==> src/rtl/nios2_qsys_dct_pkg.sv <==
// Shared widths and FSM state type for the debug control trace packer.
package nios2_qsys_dct_pkg;

   localparam int unsigned ATOM_W = 3;
   localparam int unsigned SLOTS  = 10;
   localparam int unsigned BUF_W  = ATOM_W * SLOTS;
   localparam int unsigned CNT_W  = 4;
   localparam int unsigned DROP_W = 16;

   typedef enum logic [1:0] {
      FILL  = 2'd0,
      FLUSH = 2'd1,
      ENDED = 2'd2
   } state_e;

endpackage

==> src/rtl/nios2_qsys_dct_packer_if.sv <==
// Atom input, frame output and end-of-test status bundle of the DCT packer.
// DCT_DROP_ON_FULL_EN adds the drop_count status signal.
interface nios2_qsys_dct_packer_if;
   import nios2_qsys_dct_pkg::*;

   logic              atom_valid;
   logic [ATOM_W-1:0] atom_data;
   logic              atom_ready;
   logic              flush_req;
   logic              frame_valid;
   logic              frame_ready;
   logic [BUF_W-1:0]  dct_buffer;
   logic [CNT_W-1:0]  dct_count;
   logic              test_ending;
   logic              test_has_ended;
`ifdef DCT_DROP_ON_FULL_EN
   logic [DROP_W-1:0] drop_count;
`endif

   // Packer side
   modport master (
      input  atom_valid, atom_data, flush_req, frame_ready,
      output atom_ready, frame_valid, dct_buffer, dct_count,
`ifdef DCT_DROP_ON_FULL_EN
      output drop_count,
`endif
      output test_ending, test_has_ended
   );

   // Trace source / sink / monitor side
   modport slave (
      output atom_valid, atom_data, flush_req, frame_ready,
      input  atom_ready, frame_valid, dct_buffer, dct_count,
`ifdef DCT_DROP_ON_FULL_EN
      input  drop_count,
`endif
      input  test_ending, test_has_ended
   );

endinterface

==> src/rtl/nios2_qsys_dct_outreg.sv <==
// Single-entry valid/ready frame holding register; out_free_c says it can take a frame this cycle.
module nios2_qsys_dct_outreg
   import nios2_qsys_dct_pkg::*;
(
   input  logic             clk,
   input  logic             reset,
   input  logic             load,
   input  logic [BUF_W-1:0] load_buf,
   input  logic [CNT_W-1:0] load_cnt,
   input  logic             frame_ready,
   output logic             frame_valid,
   output logic [BUF_W-1:0] dct_buffer,
   output logic [CNT_W-1:0] dct_count,
   output logic             out_free_c
);

   logic             frame_valid_q, frame_valid_d;
   logic [BUF_W-1:0] dct_buffer_q, dct_buffer_d;
   logic [CNT_W-1:0] dct_count_q, dct_count_d;

   assign out_free_c = !frame_valid_q || frame_ready;

   // A load in the same cycle as a drain replaces the frame with no bubble
   always_comb begin
      frame_valid_d = frame_valid_q;
      dct_buffer_d  = dct_buffer_q;
      dct_count_d   = dct_count_q;
      if (load) begin
         frame_valid_d = 1'b1;
         dct_buffer_d  = load_buf;
         dct_count_d   = load_cnt;
      end else if (frame_ready) begin
         frame_valid_d = 1'b0;
      end
   end

   always_ff @(posedge clk or posedge reset) begin
      if (reset) begin
         frame_valid_q <= 1'b0;
         dct_buffer_q  <= '0;
         dct_count_q   <= '0;
      end else begin
         frame_valid_q <= frame_valid_d;
         dct_buffer_q  <= dct_buffer_d;
         dct_count_q   <= dct_count_d;
      end
   end

   assign frame_valid = frame_valid_q;
   assign dct_buffer  = dct_buffer_q;
   assign dct_count   = dct_count_q;

endmodule

==> src/rtl/nios2_qsys_dct_packer.sv <==
// Packs 3-bit trace atoms into 30-bit DCT frames and sequences end-of-test flush.
// DCT_DROP_ON_FULL_EN: keep accepting when full and count the dropped atoms.
module nios2_qsys_dct_packer
   import nios2_qsys_dct_pkg::*;
(
   input  logic                   clk,
   input  logic                   reset,
   nios2_qsys_dct_packer_if.master bus
);

   state_e           state_q, state_d;
   logic [BUF_W-1:0] acc_buf_q, acc_buf_d;
   logic [CNT_W-1:0] acc_cnt_q, acc_cnt_d;
`ifdef DCT_DROP_ON_FULL_EN
   logic [DROP_W-1:0] drop_count_q, drop_count_d;
`endif

   logic acc_full_c;
   logic atom_ready_c;
   logic accept_c;
   logic transfer_c;
   logic out_free_c;
   logic frame_valid;

   assign acc_full_c = (acc_cnt_q == CNT_W'(SLOTS));

   // Next state, accumulator update and transfer decision
   always_comb begin
      state_d      = state_q;
      acc_buf_d    = acc_buf_q;
      acc_cnt_d    = acc_cnt_q;
      atom_ready_c = 1'b0;
      transfer_c   = 1'b0;
`ifdef DCT_DROP_ON_FULL_EN
      drop_count_d = drop_count_q;
`endif

      unique case (state_q)
         FILL: begin
`ifdef DCT_DROP_ON_FULL_EN
            atom_ready_c = 1'b1;
`else
            atom_ready_c = !acc_full_c;
`endif
            transfer_c = acc_full_c && out_free_c;
            if (bus.flush_req) begin
               state_d = FLUSH;
            end
         end
         FLUSH: begin
            transfer_c = (acc_cnt_q != '0) && out_free_c;
            if ((acc_cnt_q == '0) && !frame_valid) begin
               state_d = ENDED;
            end
         end
         ENDED: begin
         end
         default: begin
            state_d = FILL;
         end
      endcase

      accept_c = bus.atom_valid && atom_ready_c;

      if (accept_c && !acc_full_c) begin
         for (int unsigned k = 0; k < SLOTS; k++) begin
            if (acc_cnt_q == CNT_W'(k)) begin
               acc_buf_d[k*ATOM_W +: ATOM_W] = bus.atom_data;
            end
         end
         acc_cnt_d = acc_cnt_q + CNT_W'(1);
      end

`ifdef DCT_DROP_ON_FULL_EN
      if (accept_c && acc_full_c && (drop_count_q != '1)) begin
         drop_count_d = drop_count_q + DROP_W'(1);
      end
`endif

      // Clearing to zero keeps unused slots of a later partial frame at zero
      if (transfer_c) begin
         acc_buf_d = '0;
         acc_cnt_d = '0;
      end
   end

   always_ff @(posedge clk or posedge reset) begin
      if (reset) begin
         state_q   <= FILL;
         acc_buf_q <= '0;
         acc_cnt_q <= '0;
      end else begin
         state_q   <= state_d;
         acc_buf_q <= acc_buf_d;
         acc_cnt_q <= acc_cnt_d;
      end
   end

`ifdef DCT_DROP_ON_FULL_EN
   always_ff @(posedge clk or posedge reset) begin
      if (reset) begin
         drop_count_q <= '0;
      end else begin
         drop_count_q <= drop_count_d;
      end
   end

   assign bus.drop_count = drop_count_q;
`endif

   nios2_qsys_dct_outreg u_outreg (
      .clk         (clk),
      .reset       (reset),
      .load        (transfer_c),
      .load_buf    (acc_buf_q),
      .load_cnt    (acc_cnt_q),
      .frame_ready (bus.frame_ready),
      .frame_valid (frame_valid),
      .dct_buffer  (bus.dct_buffer),
      .dct_count   (bus.dct_count),
      .out_free_c  (out_free_c)
   );

   assign bus.frame_valid    = frame_valid;
   assign bus.atom_ready     = atom_ready_c;
   assign bus.test_ending    = (state_q == FLUSH);
   assign bus.test_has_ended = (state_q == ENDED);

endmodule

==> src/flat_wrapper.sv <==
// flat-port wrapper written by rule: the top's interface ports become plain ports
module nios2_qsys_dct_packer_flat import nios2_qsys_dct_pkg::*;
  (clk, reset, bus_atom_valid, bus_atom_data, bus_flush_req, bus_frame_ready, bus_atom_ready, bus_frame_valid, bus_dct_buffer, bus_dct_count, bus_test_ending, bus_test_has_ended);
  nios2_qsys_dct_packer_if bus_i ();
  input  logic clk;
  input  logic reset;
  input wire logic [$bits(bus_i.atom_valid)-1:0] bus_atom_valid;
  input wire logic [$bits(bus_i.atom_data)-1:0] bus_atom_data;
  input wire logic [$bits(bus_i.flush_req)-1:0] bus_flush_req;
  input wire logic [$bits(bus_i.frame_ready)-1:0] bus_frame_ready;
  output wire logic [$bits(bus_i.atom_ready)-1:0] bus_atom_ready;
  output wire logic [$bits(bus_i.frame_valid)-1:0] bus_frame_valid;
  output wire logic [$bits(bus_i.dct_buffer)-1:0] bus_dct_buffer;
  output wire logic [$bits(bus_i.dct_count)-1:0] bus_dct_count;
  output wire logic [$bits(bus_i.test_ending)-1:0] bus_test_ending;
  output wire logic [$bits(bus_i.test_has_ended)-1:0] bus_test_has_ended;
  assign bus_i.atom_valid = bus_atom_valid;
  assign bus_i.atom_data = bus_atom_data;
  assign bus_i.flush_req = bus_flush_req;
  assign bus_i.frame_ready = bus_frame_ready;
  assign bus_atom_ready = bus_i.atom_ready;
  assign bus_frame_valid = bus_i.frame_valid;
  assign bus_dct_buffer = bus_i.dct_buffer;
  assign bus_dct_count = bus_i.dct_count;
  assign bus_test_ending = bus_i.test_ending;
  assign bus_test_has_ended = bus_i.test_has_ended;
  nios2_qsys_dct_packer u_core (.clk(clk), .reset(reset), .bus(bus_i));
endmodule
==> config.mk <==
export PLATFORM = sky130hd
export DESIGN_NAME = nios2_qsys_dct_packer_flat
export DESIGN_NICKNAME = d
export VERILOG_FILES = /design/src/rtl/nios2_qsys_dct_pkg.sv /design/src/rtl/nios2_qsys_dct_packer_if.sv /design/src/rtl/nios2_qsys_dct_outreg.sv /design/src/rtl/nios2_qsys_dct_packer.sv /design/src/flat_wrapper.sv
export SDC_FILE = /design/constraint.sdc
export NUM_CORES = 1
export LEC_CHECK = 0
export BUFFER_PORTS_ARGS = -buffer_cell sky130_fd_sc_hd__buf_4
export CORE_AREA = 2 2 67 116
export DETAILED_ROUTE_END_ITERATION = 8
export DIE_AREA = 0 0 69 118
export PLACE_DENSITY_LB_ADDON = 0.05
export SLEW_MARGIN = 40
export SYNTH_ARGS = -nofsm -noshare
export SYNTH_HDL_FRONTEND = slang
export SYNTH_SLANG_ARGS = --single-unit
==> constraint.sdc <==
create_clock -name clk -period 3.06 [get_ports clk]
set_clock_uncertainty 0.2 [all_clocks]
set_input_delay 0.153 -clock clk [delete_from_list [all_inputs] [get_ports clk]]
set_output_delay 0.153 -clock clk [all_outputs]
set_load 0.05 [all_outputs]
==> flow_metrics.py, run 1 <==
metrics = {
    "run_status": {
        "status": "finished clean",
    },
    "power": {
        "power.leakage_nw": 2.041,
        "cellPowerDensity_mw_per_mm2": 1070,
        "peakVddDrop_uv": 550.2,
        "finalPower_w": 0.004145,
    },
    "critical_path": {
        "path_max_fanout": 29,
        "rr_startpoint": "u_core.acc_cnt_q[0]",
        "worst-r2r-cell-count": 6,
        "r2r_end": "u_core.u_outreg.dct_buffer[3]",
        "cp_top_family": "buffers and inverters",
        "worst-path-stages": 6,
        "cp-endpoint": "u_core.u_outreg.dct_buffer[3]",
        "cp-end-kind": "register",
        "cp.buffers_inverters": 2,
        "cp_slowest_cell": "buf_4",
        "r2r_slack_ns": 0.64,
        "cp_data_required_time_ns": 3.07,
        "crit_chain": "inv_1 -> ha_1 -> a21oi_2 -> nor4_4 -> buf_4 -> mux2_1",
        "arrival_ns": 2.43,
        "path_class": "register to register",
        "startpoint_type": "register",
        "cp-startpoint": "u_core.acc_cnt_q[0]",
        "critical-path-max-stage-delay_ns": 0.44,
    },
    "timing": {
        "fin_setup_tns_ns": 0,
        "fmax_mhz": 412.9,
        "fin_crit_sh_pct": 79.15,
        "worst_slew_pin_slew_ns": 0.5487,
        "relSlewSlack_pct": 63.27,
        "setup_slack_ns": 0.6381,
        "fin_crit_ns": 2.422,
        "rsz0062_at_grt": "no",
        "slew_viol_final": 0,
        "hold_viol_final": 0,
        "setup_viol": 0,
    },
    "finish": {
        "layout-drive-gt1-share_pct": 35.49,
        "multi_input_area_mm2": 0.001241,
        "final_common_cell": "dfrtp_1",
        "num_antenna_cells": 0,
        "layout_common_cells": "dfrtp_1 (71), buf_4 (49), mux2_4 (30)",
        "fin_cells": 379,
        "regArea_mm2": 0.001777,
        "fill_cells": 652,
        "fin_nets": 300,
        "areaGrowthSynthToFinish_pct": 22.41,
    },
    "routing": {
        "dr.pass1.iters": 4,
        "vias": 1913,
        "via_per_inst": 5.047,
        "drc": 0,
        "ant_nets": 0,
        "wirelength_um": 5947,
        "drtIter0Drc": 94,
        "wl_per_cell_um": 15.69,
    },
    "synth": {
        "synth-edff-count": 0,
        "synthCells": 239,
        "synth-async-reset-ratio_pct": 100.0,
        "synth_area_mm2": 0.003166,
        "ys_top_cells_by_area": "dfrtp_1 (56%), mux2_4 (14%), mux2i_1 (7.6%)",
        "ys_warn_count": 0,
        "synthDominantCellAreaShare_pct": 56.13,
        "syn_area_per_cell_um2": 13.24,
        "ys_seq_area_share_pct": 56.13,
        "synth_seq_cells": 71,
        "synth_largest_area_cell": "dfrtp_1",
        "ys_dominant_reg_cell": "dfrtp_1",
        "synth_fp_nets": 251,
        "synth_cell_type_count": 32,
    },
    "cts": {
        "cts_sinks": 71,
        "clk_pin_slew_ns": 0.05,
        "tritoncts": "done",
        "clk_latency_ns": 0.33,
        "cts_resized": 0,
        "clock_path_buffers": 2,
        "cts_made_buffers": 9,
        "ctsHtreeMaxLevel": 3,
        "cts_root_buf": "clkbuf_16",
        "post_cts_buffers": 0,
    },
    "global_route": {
        "antenna_found_initial": 0,
        "grt_pass1_vias": 1892,
        "grt_pass1_wl_um": 9777,
        "grt_use_total_pct": 15.45,
        "grt-ovfl-total": 0,
        "grt_max_degree": 41,
    },
    "placed_design": {
        "post-place-cells": 358,
        "hpwl_um": 3946,
        "gp_congestion": 0.7593,
        "portBuffers": 45,
        "dpl_worst_slack_ns": 0.6400,
    },
    "flow_run": {
        "drv_cap": 0,
    },
    "die": {
        "die_x_um": 69,
        "core_mm2": 0.007182,
        "ios": 46,
        "die_y_um": 118,
        "start_util_pct": 44.08,
        "rows": 41,
        "die-area_mm2": 0.008142,
    },
    "worst_hold_path": {
        "hp-class": "primary input to register",
    },
}
[through the flow]
step	area, um^2	hold slack [ns]	utilization, %
floorplan	3166	0.1190	-
CTS	3875	0.06609	53.95
detailed placement	3530	-0.07814	49.15
global route	3875	0.08700	53.95
global placement	3530	-0.08131	49.15
finish	3875	0.07027	53.95
[layout make-up]
cell class	instances	share of cell area [%]
Sequential cell	71	45.85
Timing Repair Buffer	55	11.30
Clock buffer	12	6.878
Clock inverter	4	0.7427
Multi-Input combinational cell	147	32.03
Inverter	4	0.4198
Tap cell	86	2.777
[Yosys cell counts, types with 2 or more instances]
master,n
mux2_1,2
buf_2,6
mux2_2,2
mux2i_1,24
inv_1,3
ha_1,4
nand4_1,2
mux2_4,30
nor2_1,29
a21oi_1,8
buf_4,6
nor2b_1,6
nand2_1,11
and3_1,2
buf_6,5
nand3_1,12
dfrtp_1,71
nor3b_1,2
[where the power goes]
part           switching, W  internal, W  total, W
clock network      0.000385     0.000614  0.000999
logic               0.00106     0.000661   0.00172
registers          0.000209      0.00122   0.00143
[logic make-up after synthesis]
| logic type | after synthesis | share of synthesized area [%] |
|---|---|---|
| adder cells (fa/ha/maj) | 4 | 1.581 |
| flip-flops | 71 | 56.13 |
| AND/OR/NAND/NOR | 71 | 11.54 |
| buffers and inverters | 21 | 4.664 |
| multiplexers | 58 | 23.24 |
| XOR/XNOR | 2 | 0.5535 |
| AO/OA/AOI/OAI | 12 | 2.293 |
[what timing repair did]
item	in CTS	in global routing
endpoints found under the hold margin	76	0
hold buffers	5	0
setup endpoints to repair	0	0
[worst min path at each step]
stage	startpoint	to	slack (ns)	depth (start not counted)
2_1_floorplan	bus_flush_req	u_core.state_q[0]	0.12	2
3_3_place_gp	reset	u_core.u_outreg.dct_buffer[19]	-0.08	2
3_5_place_dp	reset	u_core.u_outreg.dct_buffer[19]	-0.08	2
4_1_cts	bus_atom_valid	u_core.acc_buf_q[9]	0.07	4
5_1_grt	bus_atom_valid	u_core.acc_buf_q[9]	0.09	4
6_report	bus_atom_valid	u_core.acc_buf_q[9]	0.07	4
[flip-flops by register name (all words and copies together), names as in the netlist]
signal / cells
u_core.state_q: 2
u_core.u_outreg.dct_count: 4
u_core.acc_buf_q: 30
u_core.acc_cnt_q: 4
u_core.u_outreg.frame_valid: 1
u_core.u_outreg.dct_buffer: 30
[layer usage]
layer  up-vias  part of all wire (%)  GRT usage (%)
li1        904                     -              -
met1       965                    46          20.21
met2        35                    48          23.62
met3         9                   4.0          3.938
met4         0                   2.0          7.721
met5         -                     0              0
[tightest hold or removal path: stages]
cell and delay, ns:
buf_4 0.11, nor4b_4 0.16, nand3_1 0.08, a21oi_1 0.05
(Power assumes the default switching activity.)
==> run 2: changes to the inputs <==
ABC_AREA = 1   (was default)
CORE_AREA = 2 2 66 114   (was 2 2 67 116)
DIE_AREA = 0 0 68 116   (was 0 0 69 118)
clock period = 2.3 ns   (was 3.06 ns; I/O delays follow)
==> run 2 against run 1 <==
  * Utilization grew 1.4 points
  * Clock power rose by 49%
  * Sequential power up 17%
  * Critical path depth is 2 higher
  * Die area shrank 3.1%
  * Final cell count up 26%
  * Register-to-register slack worse by 0.51 ns
  * Synthesized area is 4.3% lower
  * Design area down 1.3%
  * Synthesized cell count is 40% higher
  * Via count increased by 26%
  * Critical path type unchanged
  * Total power rose by 23%
==> flow_metrics.py, run 2 <==
metrics = {
    "run_status": {
        "status": "finished clean",
    },
    "routing": {
        "wl_per_cell_um": 14.35,
        "drtIter0Drc": 150,
        "dr.pass1.iters": 4,
        "drc": 0,
        "vias": 2409,
        "wirelength_um": 6875,
        "via_per_inst": 5.029,
        "ant_nets": 0,
    },
    "synth": {
        "synth_largest_area_cell": "dfrtp_1",
        "ys_seq_area_share_pct": 58.63,
        "syn_area_per_cell_um2": 9.073,
        "synth_seq_cells": 71,
        "synth-async-reset-ratio_pct": 100.0,
        "synth_cell_type_count": 20,
        "synth_fp_nets": 346,
        "yosys-top-cells-count": "nand2_1 (106), dfrtp_1 (71), nand3_1 (34), o21ai_0 (27), inv_1 (24)",
        "ys_top_cells_by_area": "dfrtp_1 (59%), nand2_1 (13%), nand3_1 (5.6%)",
        "synthCells": 334,
        "yosysMostFrequentCell": "nand2_1",
        "ys_dominant_reg_cell": "dfrtp_1",
        "synthDominantCellAreaShare_pct": 58.63,
        "ys_warn_count": 0,
        "synth-edff-count": 0,
        "synth_area_mm2": 0.003030,
    },
    "placed_design": {
        "hpwl_um": 4814,
        "portBuffers": 45,
        "gp_congestion": 0.8843,
        "place_area_mm2": 0.003441,
    },
    "cts": {
        "clk_latency_ns": 0.33,
        "cts_sinks": 71,
        "cts_root_buf": "clkbuf_16",
        "clock_path_buffers": 2,
        "clk_pin_slew_ns": 0.06,
        "post_cts_buffers": 0,
        "tritoncts": "done",
        "ctsHtreeMaxLevel": 3,
        "cts_made_buffers": 9,
    },
    "finish": {
        "fin_nets": 402,
        "fin_area_mm2": 0.003824,
        "regArea_mm2": 0.001777,
        "layout-drive-gt1-share_pct": 19.49,
        "num_antenna_cells": 0,
        "multi_input_area_mm2": 0.001046,
        "fill_cells": 654,
        "final_common_cell": "nand2_1",
        "layout_common_cells": "nand2_1 (106), dfrtp_1 (71), buf_4 (50)",
        "areaGrowthSynthToFinish_pct": 26.18,
    },
    "flow_run": {
        "drv_cap": 0,
    },
    "global_route": {
        "grt_pass1_vias": 2454,
        "grtUsageMet3_pct": 3.786,
        "use_met1_pct": 23.44,
        "met2_usage_pct": 32.82,
        "grt-ovfl-total": 0,
        "grt_pass1_wl_um": 11390,
        "grt_max_degree": 73,
        "antenna_found_initial": 0,
        "grt_use_total_pct": 19.55,
        "busiest_layer": "met2",
    },
    "critical_path": {
        "cp_slowest_cell": "dfrtp_1",
        "path_max_fanout": 72,
        "path_class": "register to register",
        "cp.buffers_inverters": 2,
        "critical-path-max-stage-delay_ns": 0.40,
        "crit_chain": "inv_1 -> ha_1 -> nand3_2 -> nand2_1 -> nand3_2 -> buf_12 -> nand2_1 -> o21ai_0",
        "startpoint_type": "register",
        "cp-end-kind": "register",
        "cp_data_required_time_ns": 2.35,
        "arrival_ns": 2.22,
        "cp_top_family": "simple AND/OR/NAND/NOR gates",
    },
    "timing": {
        "rsz0062_at_grt": "no",
        "relSlewSlack_pct": 59.08,
        "fmax_mhz": 461.2,
        "setup_viol": 0,
        "hold_viol_final": 0,
        "fin_crit_ns": 2.168,
        "fin_crit_sh_pct": 94.27,
        "slew_viol_final": 0,
        "worst_slew_pin_slew_ns": 0.6131,
        "fin_setup_tns_ns": 0,
    },
    "power": {
        "cellPowerDensity_mw_per_mm2": 1339,
        "peakVddDrop_uv": 888.5,
        "power.leakage_nw": 1.967,
    },
    "die": {
        "die_x_um": 68,
        "ios": 46,
        "die-area_mm2": 0.007888,
        "die_y_um": 116,
        "start_util_pct": 43.88,
        "core_mm2": 0.006907,
        "rows": 40,
    },
    "worst_hold_path": {
        "hp-class": "primary input to register",
    },
}
run 2: changes by cell type after synthesis, moves of 7 or more:
cell	delta
a21oi_1	-8
mux2i_1	-24
nand3_1	+22
nor2_1	-7
mux2_4	-30
nand2_1	+95
o21ai_1	+12
o21ai_0	+27
inv_1	+21
run 2: timing repair:
action	in CTS	in global routing
resized for setup	0	0
endpoints found under the hold margin	51	0
hold buffers	6	0
run 2: worst paths after layout:
check,startpoint,to,slack (ns),cells past startpoint
min,bus_atom_valid,u_core.acc_buf_q[17],0.01,3
max in group asynchronous,reset,u_core.acc_buf_q[2],1.06,4
max,u_core.acc_cnt_q[0],u_core.acc_buf_q[1],0.13,8
min in group asynchronous,reset,u_core.u_outreg.dct_buffer[17],0.21,3
max reg2reg,u_core.acc_cnt_q[0],u_core.acc_buf_q[1],0.13,8
min reg2reg,u_core.u_outreg.dct_buffer[19],u_core.u_outreg.dct_buffer[19],0.28,2
run 2: layout make-up:
cell class              count  area share (%)
flip-flops and latches     71           46.47
multi-input cells         224           27.36
repair buffers             58           12.43
clock buffers              10           5.988
well taps                  84           2.749
inverters                  26           2.585
clock inverters             6           2.421
run 2: per-stage QoR:
stage / total power (W) / setup slack, ns / hold WS, ns / std cells / utilization [%]
floorplan: 0.003175 / 0.1884 / 0.02437 / 334 / -
global placement: 0.003639 / 0.2339 / 0.09141 / 457 / 49.82
detailed placement: 0.003656 / 0.1501 / 0.1024 / 457 / 49.82
CTS: 0.005173 / 0.1304 / 0.01476 / 479 / 55.34
global route: 0.005413 / 0.001305 / 0.02902 / 479 / 55.36
finish: 0.005119 / 0.1319 / 0.01388 / 479 / 55.36
run 2: cells by family after synthesis:
family,count (synthesis),share of synthesized area [%]
AOI/OAI and AO/OA,47,8.423
DFF,71,58.63
and+or+nand+nor,173,24.44
buffers and inverters,39,6.854
adders and majority gates,4,1.652
run 2: metal layers:
metal | vias to the layer above | share of wire, %
met5 | - | 0
met2 | 49 | 53
li1 | 1196 | -
met3 | 12 | 3.5
met4 | 0 | 2.1
met1 | 1152 | 42
run 2: tightest hold or removal path, delay by kind of cell:
kind	cells	cell delay (ns)
compound gates	1	0.09
buf+inv	1	0.14
simple gates	1	0.16
run 2: where the power goes:
| group | total, W | internal (W) | switching [W] | leakage (nW) |
|---|---|---|---|---|
| Sequential | 0.00168 | 0.00150 | 0.000173 | 0.976 |
| Clock | 0.00149 | 0.000957 | 0.000531 | 0.150 |
| Combinational | 0.00196 | 0.000543 | 0.00141 | 0.841 |
| Total | 0.00512 | 0.00300 | 0.00212 | 1.97 |
==> run 3: changes to the inputs <==
HOLD_SLACK_MARGIN = 0.15   (was default)
==> run 3 against run 2 <==
  * First-iteration DRC count shrank 6.7%
  * Non-clock buffer count grew 1
  * Worst setup slack gained 0.0026 ns
  * Largest power group unchanged
  * Critical path depth is the same
  * Global-route usage is essentially flat
  * Maximum frequency grew 0.12%
  * Wire length grew 0.20%
  * Final cell count grew 0.21%
  * Clock power is essentially flat
==> flow_metrics.py, run 3 (synthesis gave the netlist of run 2 again) <==
metrics = {
    "global_route": {
        "antenna_found_initial": 0,
        "grt_use_total_pct": 19.59,
        "grt-ovfl-total": 0,
        "grt_max_degree": 73,
        "grt_pass1_vias": 2466,
        "grt_pass1_wl_um": 11410,
    },
    "run_status": {
        "status": "finished clean",
    },
    "critical_path": {
        "worst-r2r-cell-count": 8,
        "cp_data_required_time_ns": 2.35,
        "r2r_slack_ns": 0.13,
        "r2r_end": "u_core.acc_buf_q[1]",
        "path_max_fanout": 72,
        "startpoint_type": "register",
        "path_class": "register to register",
        "cp-end-kind": "register",
        "rr_startpoint": "u_core.acc_cnt_q[0]",
        "arrival_ns": 2.22,
    },
    "timing": {
        "fin_crit_ns": 2.166,
        "fin_crit_sh_pct": 94.15,
        "setup_viol": 0,
        "hold_viol_final": 0,
        "fmax_mhz": 461.8,
        "fin_setup_tns_ns": 0,
        "relSlewSlack_pct": 59.01,
        "rsz0062_at_grt": "no",
        "worst_slew_pin_slew_ns": 0.6141,
        "holdWs_ns": 0.2088,
        "slew_viol_final": 0,
    },
    "routing": {
        "drc": 0,
        "vias": 2410,
        "via_per_inst": 5.021,
        "drtIter0Drc": 140,
        "wirelength_um": 6889,
        "dr.pass1.iters": 4,
        "ant_nets": 0,
        "wl_per_cell_um": 14.35,
    },
    "cts": {
        "cts_sinks": 71,
        "cts_root_buf": "clkbuf_16",
        "cts_resized": 0,
        "cts_made_buffers": 9,
        "clk_latency_ns": 0.33,
        "clk_pin_slew_ns": 0.06,
        "clock_path_buffers": 2,
        "post_cts_buffers": 0,
        "ctsHtreeMaxLevel": 3,
        "tritoncts": "done",
    },
    "finish": {
        "fin_area_mm2": 0.003834,
        "fin_nets": 403,
        "num_antenna_cells": 0,
        "areaGrowthSynthToFinish_pct": 26.51,
        "final_common_cell": "nand2_1",
        "layout_common_cells": "nand2_1 (106), dfrtp_1 (71), buf_4 (50)",
        "layout-drive-gt1-share_pct": 19.44,
        "fin_cells": 480,
    },
    "die": {
        "core_mm2": 0.006907,
        "rows": 40,
        "die-area_mm2": 0.007888,
        "ios": 46,
        "start_util_pct": 43.88,
        "die_x_um": 68,
        "die_y_um": 116,
    },
    "power": {
        "finalPower_w": 0.005123,
        "peakVddDrop_uv": 889.2,
        "cellPowerDensity_mw_per_mm2": 1336,
        "power.leakage_nw": 1.971,
    },
    "placed_design": {
        "gp_congestion": 0.8843,
        "place_area_mm2": 0.003441,
        "portBuffers": 45,
        "hpwl_um": 4814,
        "post-place-cells": 457,
    },
    "worst_hold_path": {
        "hp-class": "primary input to asynchronous set/reset pin",
    },
    "flow_run": {
        "drv_cap": 0,
    },
}
[run 3: cell types whose count changed in the layout (fill, tap and decap cells not counted)]
cell | previous run | this run
dlygate4sd3_1 | 6 | 7
[run 3: area by class of cell]
type,count,area [um^2]
clock inverters,6,92.59
well taps,84,105.1
clock buffers,10,229.0
inverters,26,98.84
fillers,653,3073
flip-flops and latches,71,1777
repair buffers,59,485.5
multi-input cells,224,1046
[run 3: worst max-delay path by stage]
| stage | from | cells past startpoint | slack [ns] | endpoint |
|---|---|---|---|---|
| floorplan | reset | 1 | 0.19 | u_core.acc_buf_q[0] |
| global placement | u_core.acc_cnt_q[0] | 8 | 0.23 | u_core.acc_buf_q[4] |
| detailed placement | u_core.acc_cnt_q[0] | 8 | 0.15 | u_core.acc_buf_q[1] |
| CTS | u_core.acc_cnt_q[0] | 8 | 0.13 | u_core.acc_buf_q[1] |
| global route | u_core.acc_cnt_q[0] | 8 | 0.001 | u_core.acc_buf_q[1] |
| finish | u_core.acc_cnt_q[0] | 8 | 0.13 | u_core.acc_buf_q[1] |
[run 3: through the flow]
stage	util, %	setup slack, ns
floorplan	-	0.1884
global placement	49.82	0.2339
detailed placement	49.82	0.1501
CTS	55.49	0.1304
global route	55.51	0.001305
finish	55.51	0.1345
[run 3: per-layer routing]
| layer | GRT usage [%] | routed length, um | share of wire (%) | up-vias |
|---|---|---|---|---|
| met5 | 0 | 0 | 0 | - |
| met4 | 9.467 | 142 | 2.1 | 0 |
| met3 | 3.786 | 240 | 3.5 | 12 |
| met2 | 32.94 | 3592 | 52 | 48 |
| met1 | 23.44 | 2915 | 42 | 1152 |
| li1 | - | - | - | 1198 |
[run 3: what timing repair did]
item	4_1_cts	5_1_grt
endpoints found under the hold margin	66	0
setup endpoints to repair	0	0
hold buffers	7	0
[run 3: where the power goes]
group / internal [W] / leakage, nW / total (W) / switching [W]
Clock: 0.000957 / 0.150 / 0.00149 / 0.000533
Sequential: 0.00150 / 0.976 / 0.00168 / 0.000173
Combinational: 0.000544 / 0.845 / 0.00196 / 0.00141
Total: 0.00300 / 1.97 / 0.00512 / 0.00212
[run 3: critical path, cell delays in order (launching register included)]
cell and delay (ns):
dfrtp_1 0.40, inv_1 0.12, ha_1 0.24, nand3_2 0.14
nand2_1 0.10, nand3_2 0.13, buf_12 0.28, nand2_1 0.24
o21ai_0 0.21
